File: src/rtl/wb_pkg.sv
// Shared widths and types for the writeback register file and its pending-write scoreboard.
package wb_pkg;
  localparam int DATA_W = 16;
  localparam int ADDR_W = 3;
  localparam int NREGS  = 2**ADDR_W;
  localparam int CNT_W  = 2;

  typedef logic [DATA_W-1:0] data_t;
  typedef logic [ADDR_W-1:0] reg_addr_t;
  typedef logic [CNT_W-1:0]  cnt_t;

  localparam cnt_t CNT_MAX = cnt_t'((1 << CNT_W) - 1);
endpackage

File: src/rtl/wb_pending_cnt.sv
// Saturating up/down count of in-flight writes for one register; updates on clk, no backpressure.
// over/under flag a saturating inc/dec in the current cycle; the count holds instead of wrapping.
module wb_pending_cnt
  import wb_pkg::*;
(
  input  logic clk,
  input  logic rst,
  input  logic inc,
  input  logic dec,
  output cnt_t count,
  output logic over,
  output logic under
);

  assign over  = inc && !dec && (count == CNT_MAX);
  assign under = dec && !inc && (count == '0);

  always_ff @(posedge clk or posedge rst) begin
    if (rst) begin
      count <= '0;
    end else if (inc && !dec && !over) begin
      count <= count + cnt_t'(1);
    end else if (dec && !inc && !under) begin
      count <= count - cnt_t'(1);
    end
  end

endmodule

File: src/rtl/wb_reg_file.sv
// 8x16 register file with write-through read bypass and per-register pending-write scoreboard.
// Reads/busy are combinational; stall is advisory only. Macro WB_REG_FILE_R0_ZERO_EN hardwires r0 to zero.
module wb_reg_file
  import wb_pkg::*;
(
  input  logic      clk,
  input  logic      rst,
  input  logic      wr_en,
  input  reg_addr_t write_addr,
  input  data_t     write_data,
  input  reg_addr_t rd_addr_a,
  input  reg_addr_t rd_addr_b,
  output data_t     rd_data_a,
  output data_t     rd_data_b,
  input  logic      issue_en,
  input  reg_addr_t issue_addr,
  output logic      busy_a,
  output logic      busy_b,
  output logic      stall,
  output logic      sb_err
);

`ifdef WB_REG_FILE_R0_ZERO_EN
  localparam logic R0_ZERO = 1'b1;
`else
  localparam logic R0_ZERO = 1'b0;
`endif

  data_t             regs [NREGS];
  cnt_t              cnt  [NREGS];
  logic [NREGS-1:0]  inc_v;
  logic [NREGS-1:0]  dec_v;
  logic [NREGS-1:0]  over_v;
  logic [NREGS-1:0]  under_v;
  logic              wr_ok;
  logic              a_zero;
  logic              b_zero;
  logic              a_hit;
  logic              b_hit;

  assign wr_ok = wr_en && !(R0_ZERO && (write_addr == '0));

  always_ff @(posedge clk or posedge rst) begin
    if (rst) begin
      for (int i = 0; i < NREGS; i++) begin
        regs[i] <= '0;
      end
    end else if (wr_ok) begin
      regs[write_addr] <= write_data;
    end
  end

  // r0 reads as zero ahead of the bypass when the hardwired-zero build is selected.
  assign a_zero = R0_ZERO && (rd_addr_a == '0);
  assign b_zero = R0_ZERO && (rd_addr_b == '0);
  assign a_hit  = wr_en && (write_addr == rd_addr_a);
  assign b_hit  = wr_en && (write_addr == rd_addr_b);

  assign rd_data_a = a_zero ? '0 : (a_hit ? write_data : regs[rd_addr_a]);
  assign rd_data_b = b_zero ? '0 : (b_hit ? write_data : regs[rd_addr_b]);

  for (genvar i = 0; i < NREGS; i++) begin : g_cnt
    localparam logic SKIP = R0_ZERO && (i == 0);

    assign inc_v[i] = !SKIP && issue_en && (issue_addr == reg_addr_t'(i));
    assign dec_v[i] = !SKIP && wr_en    && (write_addr == reg_addr_t'(i));

    wb_pending_cnt u_cnt (
      .clk   (clk),
      .rst   (rst),
      .inc   (inc_v[i]),
      .dec   (dec_v[i]),
      .count (cnt[i]),
      .over  (over_v[i]),
      .under (under_v[i])
    );
  end

  // The last outstanding write retiring this cycle is covered by the bypass, so it does not stall.
  assign busy_a = !a_zero && (cnt[rd_addr_a] != '0) && !((cnt[rd_addr_a] == cnt_t'(1)) && a_hit);
  assign busy_b = !b_zero && (cnt[rd_addr_b] != '0) && !((cnt[rd_addr_b] == cnt_t'(1)) && b_hit);
  assign stall  = busy_a || busy_b;

  always_ff @(posedge clk or posedge rst) begin
    if (rst) begin
      sb_err <= 1'b0;
    end else if ((|over_v) || (|under_v)) begin
      sb_err <= 1'b1;
    end
  end

endmodule

File: config.mk
export PLATFORM = sky130hd
export DESIGN_NAME = wb_reg_file
export DESIGN_NICKNAME = d
export VERILOG_FILES = /design/src/rtl/wb_pkg.sv /design/src/rtl/wb_pending_cnt.sv /design/src/rtl/wb_reg_file.sv
export SDC_FILE = /design/constraint.sdc
export NUM_CORES = 1
export LEC_CHECK = 0
export CELL_PAD_IN_SITES_DETAIL_PLACEMENT = 0
export CELL_PAD_IN_SITES_GLOBAL_PLACEMENT = 1
export CORE_MARGIN = 3
export CORE_UTILIZATION = 30
export DETAILED_ROUTE_END_ITERATION = 8
export PLACE_DENSITY_LB_ADDON = 0.1
export SYNTH_ARGS = -nofsm -noshare
export SYNTH_HDL_FRONTEND = slang
export SYNTH_SLANG_ARGS = --single-unit
export TNS_END_PERCENT = 30
File: constraint.sdc
create_clock -name clk -period 10.8 [get_ports clk]
set_clock_uncertainty 0.1 [all_clocks]
set_input_delay 3.24 -clock clk [delete_from_list [all_inputs] [get_ports clk]]
set_output_delay 3.24 -clock clk [all_outputs]
set_load 0.005 [all_outputs]
; Word level (Yosys, flattened, before mapping)
; Index checks and enable logic that the tools add are counted.
[totals]
out_inout_bits = 36
ff_bits = 145
word_cells = 228
inputBits = 32
[op_classes]
order_cmp = 4
n_addsub = 16
n_reduce_logical = 129
mux = 33
n_bitwise = 3
n_eq_ne = 26
[op_table]
columns = cell, n
row1 = 128-bit bitwise mux, 1
row2 = 16-bit two-way mux, 7
row3 = 16-bit binary-select mux with 3-bit select, 2
row4 = 1-bit logical AND, 71
row5 = 16-bit demux with 3-bit select, 1
row6 = 2-bit two-way mux, 20
row7 = 1-bit zero test, 34
row8 = "3-bit equality test, second input constant", 8
row9 = 2-bit nonzero test, 10
row10 = "2-bit by 1-bit adder with 2-bit output, second input constant", 8
row11 = "2-bit equality test, second input constant", 8
row12 = 2-bit zero test, 8
row13 = 8-bit OR reduction, 2
row14 = "2-bit by 1-bit subtractor with 2-bit output, second input constant", 8
row15 = 2-bit binary-select mux with 3-bit select, 2
row16 = "3-bit by 2-bit equality test with 1-bit output, second input constant", 4
row17 = "4-bit >= comparator, second input constant", 3
row18 = 3-bit NOT with 4-bit output, 3
row19 = "3-bit by 1-bit equality test with 1-bit output, second input constant", 2
row20 = 3-bit equality test, 2
row21 = 3-bit zero test, 2
row22 = "2-bit by 1-bit equality test with 1-bit output, second input constant", 2
row23 = "4-bit by 1-bit < comparator with 1-bit output, second input constant", 1
row24 = 1-bit logical OR, 2

; Longest topological paths before layout
[logic_depth]
word_depth = 9
depth_mapped = 7
ltp_nobuf = 5

; By module
; Synthesis repeated with hierarchy kept, for this count alone.
[unflattened]
cells_unflattened = 788
area_unflattened_um2 = 8552.0
[by_module_without_submodules]
columns = mod, seq_area_each_um2, n_inst, area_per_inst_um2, cells_each
row1 = wb_reg_file, 3228.1, 1, 7500.9, 668
row2 = wb_pending_cnt, 50.0, 8, 131.4, 15

; Worst setup path after synthesis
; No wires, ideal clock.
[synth_timing]
kind = in2out
from = input port rd_addr_a[0]
to = output port stall
stages = 5
slack_ns = 2.864
t_required_ns = 7.460
n_path_buf = 1
arrival_time_ns = 4.596
cell_sequence = buf_2 mux4_2 a211oi_1 a21oi_1 or2_2
[synth_via]
elab_chain_len = 9
elab_cells_between_ends = 12
classes_between = 2 x eq/ne / 3 x mux / 1 x bitwise / 6 x reduce/logical
[synth_lines]
columns = item, line
row1 = start: declaration, wb_reg_file.sv:11  ; input reg_addr_t rd_addr_a,
row2 = 3-bit NOT with 4-bit output (implied by the code), wb_reg_file.sv:80  ; assign busy_a = !a_zero && (cnt[rd_addr_a] != '0) && !((cnt[rd_addr_a] == cnt_t'(1)) && a_hit);
row3 = 2-bit binary-select mux with 3-bit select, wb_reg_file.sv:80
row4 = 2-bit two-way mux (implied by the code) (2 in series), wb_reg_file.sv:80
row5 = 2-bit by 1-bit equality test with 1-bit output, wb_reg_file.sv:80
row6 = 1-bit logical AND, wb_reg_file.sv:80
row7 = 1-bit zero test, wb_reg_file.sv:80
row8 = 1-bit logical AND (*), wb_reg_file.sv:80
row9 = named net busy_a, wb_reg_file.sv:17  ; output logic busy_a,
row10 = 1-bit logical OR (*), wb_reg_file.sv:82  ; assign stall = busy_a || busy_b;
row11 = end: declaration, wb_reg_file.sv:19  ; output logic stall,
; The timed path passes the listed nets; every way through them passes the cells marked *. The select of a mux whose other input is x is not followed.

; Worst setup path in the final report
[layout_timing]
from = input port rd_addr_a[2]
to = output port stall
[layout_via]
elab_chain_len = 9
elab_cells_between_ends = 12
classes_between = 2 x eq/ne / 3 x mux / 1 x bitwise / 6 x reduce/logical
[layout_lines]
columns = item, line
row1 = 3-bit NOT with 4-bit output (implied by the code), wb_reg_file.sv:80
row2 = 2-bit binary-select mux with 3-bit select, wb_reg_file.sv:80
row3 = 2-bit two-way mux (implied by the code) (2 in series), wb_reg_file.sv:80
row4 = 2-bit by 1-bit equality test with 1-bit output, wb_reg_file.sv:80
row5 = 1-bit logical AND, wb_reg_file.sv:80
row6 = 1-bit zero test, wb_reg_file.sv:80
row7 = 1-bit logical AND (*), wb_reg_file.sv:80
row8 = 1-bit logical OR (*), wb_reg_file.sv:82
; Every way passes the cells marked *; elsewhere a longest branch is shown, timed or not. The select of a mux whose other input is x is not followed.

==> results <==
- The worst hold margin is 0.4131 ns.
- The number of gates resized after CTS was 0.
- The number of failing hold endpoints at the final stage is 0.
- The count of antenna diodes in the layout is 0.
- The total CTS buffers is 17.
- Headroom to the max-slew limit came out at 0.3698.
- The largest individual stage delay along the critical path comes from the cell clkdlybuf4s50_1.
- Of the total power, combinational logic draws 0.263.
- The worst path buffer plus inverter count is 4.
- The worst register-to-register path ends at sb_err.
- In the synthesized netlist the dominant register cell turns out to be dfrtp_1.
- The summed negative setup slack over all endpoints is 0 ns.
- The effective utilization at floorplan is 0.3077.
- Entering global routing, the biggest net connects 83 pins.
- The portion of total power attributed to the clock network is 0.315.
- Before antenna repair, the detailed router went through 4 iterations.
- The total of fill cells in the finished design is 2688.
- The number of rows in the core area is 60.
- The residual DRC count is 0.
- The die is 173.0 um wide.
- The core region is 0.02718 mm^2.
- The clock tree from TritonCTS is yes.
- Counting flops with a built-in enable in the synthesized netlist gives 0.
- In the routed layout, each cell is associated on average with a via count of 5.303.
- The sum of routed wire length over all layers is 23710 um.
- The leakage power figure is 0.003970 uW.
- By count the netlist is led by dfrtp_1, mux2_2, mux4_2.
- The final net count is 711.
- The sum of net half-perimeters after detailed placement is 14270 um.
- Setup repair after global routing left no endpoint under its margin.
- The final standard cell area without fillers is 0.009933 mm^2.
- dfrtp_1 is the most common cell in the netlist.
- The number of endpoints failing setup at the final stage is 0.
- Including well taps, the total number of placed cells is 1032.
- The critical path goes through clkdlybuf4s50_1 > buf_4 > xnor2_1 > nand4_1 > buf_4 > a211oi_1 > a21oi_1 > or2_2 > clkdlybuf4s50_1.
- The register area is 0.003628 mm^2.
- The largest vdd supply drop is 0.09406 mV.
- The die covers 0.02992 mm^2.
- The post-synth net total is 668.
- Of the post-synthesis cell area, the dominant cell type holds 0.4339.
- The area growth from synthesis to layout is 18.78%.
- In this run, the number of DRC markers left after iteration 0 of detailed routing was 279.
- The vias after detailed routing is 5642.
- Clock latency on the worst-skew pair, taken at its later pin, is 0.43 ns.
- The worst-case clock buffer depth is 2.
- In this run the worst hold path is classified as reg -> reg.
- The maximum net fanout on the critical path is 34.
- The critical path endpoint category is an output pin.
- The overflow left after global routing is 0.
- CTS built an H-tree with a depth of 4.
- The most critical setup path has its endpoint at stall.
- Leaving out filler cells and counting taps, the final layout contains 1064.
- The weighted congestion reported at the end of routability-driven placement is 0.7322.
- For this run, the register share of the synthesized area comes to 0.4339.
- The period utilization is 0.8451.
- For this run, the total global-route usage over all layers was measured as 0.1637.
- The first global-routing pass estimated 37600 um of wire.
- The routed design could run at a clock period as short as 9.127 ns.
- The count of state elements after synthesis is 145.
- After synthesis, the share of flip-flops with an asynchronous set or reset is 1.000.
- In this design, the largest share of critical-path delay is due to buffers and inverters.
- The clock-pin slew reported for the worst setup and hold paths after clock tree synthesis is 0.06 ns.
- The worst setup path is launched from an input port.
- Timing would allow up to 0.1096 GHz.
- In this run the cell area of the synthesized design comes to 0.008363 mm^2.
- In this run, post-CTS hold repair placed 0 buffers.
- The portion of total power attributed to sequential cells is 0.422.
- The run finished with clean final reports.
- The largest total area in the synthesized netlist belongs to dfrtp_1.
- The peak per-stage delay on the critical path is 0.45 ns.
- The worst register-to-register path begins at g_cnt[2].u_cnt.count[1].
- STA puts the critical path data required time at 7.46 ns.
- The average routed wire per standard cell is 22.28 um.
- The number of cells on the critical path is 9.
- Post-CTS timing repair inserted 0 buffers for setup.
- Measured in cells, the most critical reg-to-reg path has a length of 5.
- The distinct cell type count after synthesis is 38.
- The clock root buffer is clkbuf_16.
- By area the synthesized netlist is led by dfrtp_1, mux4_2, mux2_2.
- The number of standard cells after synthesis is 636.
- For this design the top-level I/O count stands at 68.
- The completed layout was analyzed and its total power is 1817 uW.
- The total of warnings raised by yosys is 0.
- Clock tree synthesis found a total of 145 sinks.
- The fraction of final layout cells with drive strength greater than 1 is 0.3757.
- Input and output buffers added on the ports amount to 67.
- The classification of the worst setup path is in -> out.
- Of the total power, the share spent switching nets is 0.2892.
- Once placement finished, the instance area stood at 0.009373 mm^2.
- The power per unit of standard cell area is 182.9 mW/mm^2.
- The critical path startpoint is rd_addr_a[2].
- The total of max-cap violations is 0.
- The number of max-slew violations in the final report is 0.
- In this run the vertical extent of the chip is 173.0 um.
- The number of global-route vias before repair is 6206.
- The initial antenna violation count is 0.
- The internal power contribution is 1291 uW.
- Across all register-to-register paths, the minimum setup slack is 8.83 ns.
- A synthesized cell averages 13.15 um^2.
- The area occupied by multi-input gates is 0.004466 mm^2.
- The transition time at the pin with the least slew margin is 0.9452 ns.
- At the worst endpoint, the arrival time is 5.79 ns.
- The analysis attributes to net switching a power of 525.3 uW.
- The detail route stage leaves a number of antenna-violating nets equal to 0.
logic make-up after synthesis:
kind of cell | synth area share
compound gates | 0.04443
mux | 0.4045
buf+inv | 0.03576
simple gates | 0.07510
flops | 0.4339
xor+xnor | 0.006284
layout make-up:
class / instances / area share
clock buffers: 19 / 0.04358
clock inverters: 13 / 0.01285
inverters: 8 / 0.003527
multi-input cells: 423 / 0.4496
flip-flops and latches: 145 / 0.3653
well taps: 372 / 0.04686
repair buffers: 84 / 0.07835
layer usage:
layer	global-route usage	up-vias	share of wire
li1	-	2503	-
met1	0.2046	2997	0.43
met2	0.2879	110	0.52
met3	0.03096	32	0.028
met4	0.04899	0	0.020
met5	0	-	0
how the worst min path moves through the flow:
stage	from	to	cells after the start
3_3_place_gp	regs[120]	regs[120]	1
6_report	regs[120]	regs[120]	1
3_5_place_dp	regs[120]	regs[120]	1
5_1_grt	regs[120]	regs[120]	1
4_1_cts	regs[120]	regs[120]	1
2_1_floorplan	regs[120]	regs[120]	1
stage by stage:
stage / utilization / worst slack (ns)
global placement: 0.3449 / 1.622
global route: 0.3655 / 1.483
floorplan: - / 2.864
detailed placement: 0.3449 / 1.644
finish: 0.3655 / 1.673
CTS: 0.3655 / 1.637
power groups by stage:
stage | combinational (uW) | clock [uW] | sequential (uW)
floorplan | 333 | 0 | 739
global placement | 477 | 0 | 764
detailed placement | 486 | 0 | 775
CTS | 488 | 593 | 766
global route | 523 | 618 | 786
finish | 477 | 572 | 767
cells in the final DEF (no fill, tap or decap), types with 6 or more instances in the layout:
master	count
dfrtp_1	145
mux2_2	127
mux4_2	72
clkdlybuf4s50_1	63
a21oi_1	46
nor2_1	43
mux2i_1	32
nand2_1	21
clkbuf_16	17
buf_4	17
o21ai_0	13
inv_1	7
nand4_1	6
xnor2_1	6
state kept, by name, indices dropped and copies added, names as in the netlist:
signal,flops
sb_err,1
g_cnt.u_cnt.count,16
regs,128
No activity file was read; power rests on OpenSTA's default activity.
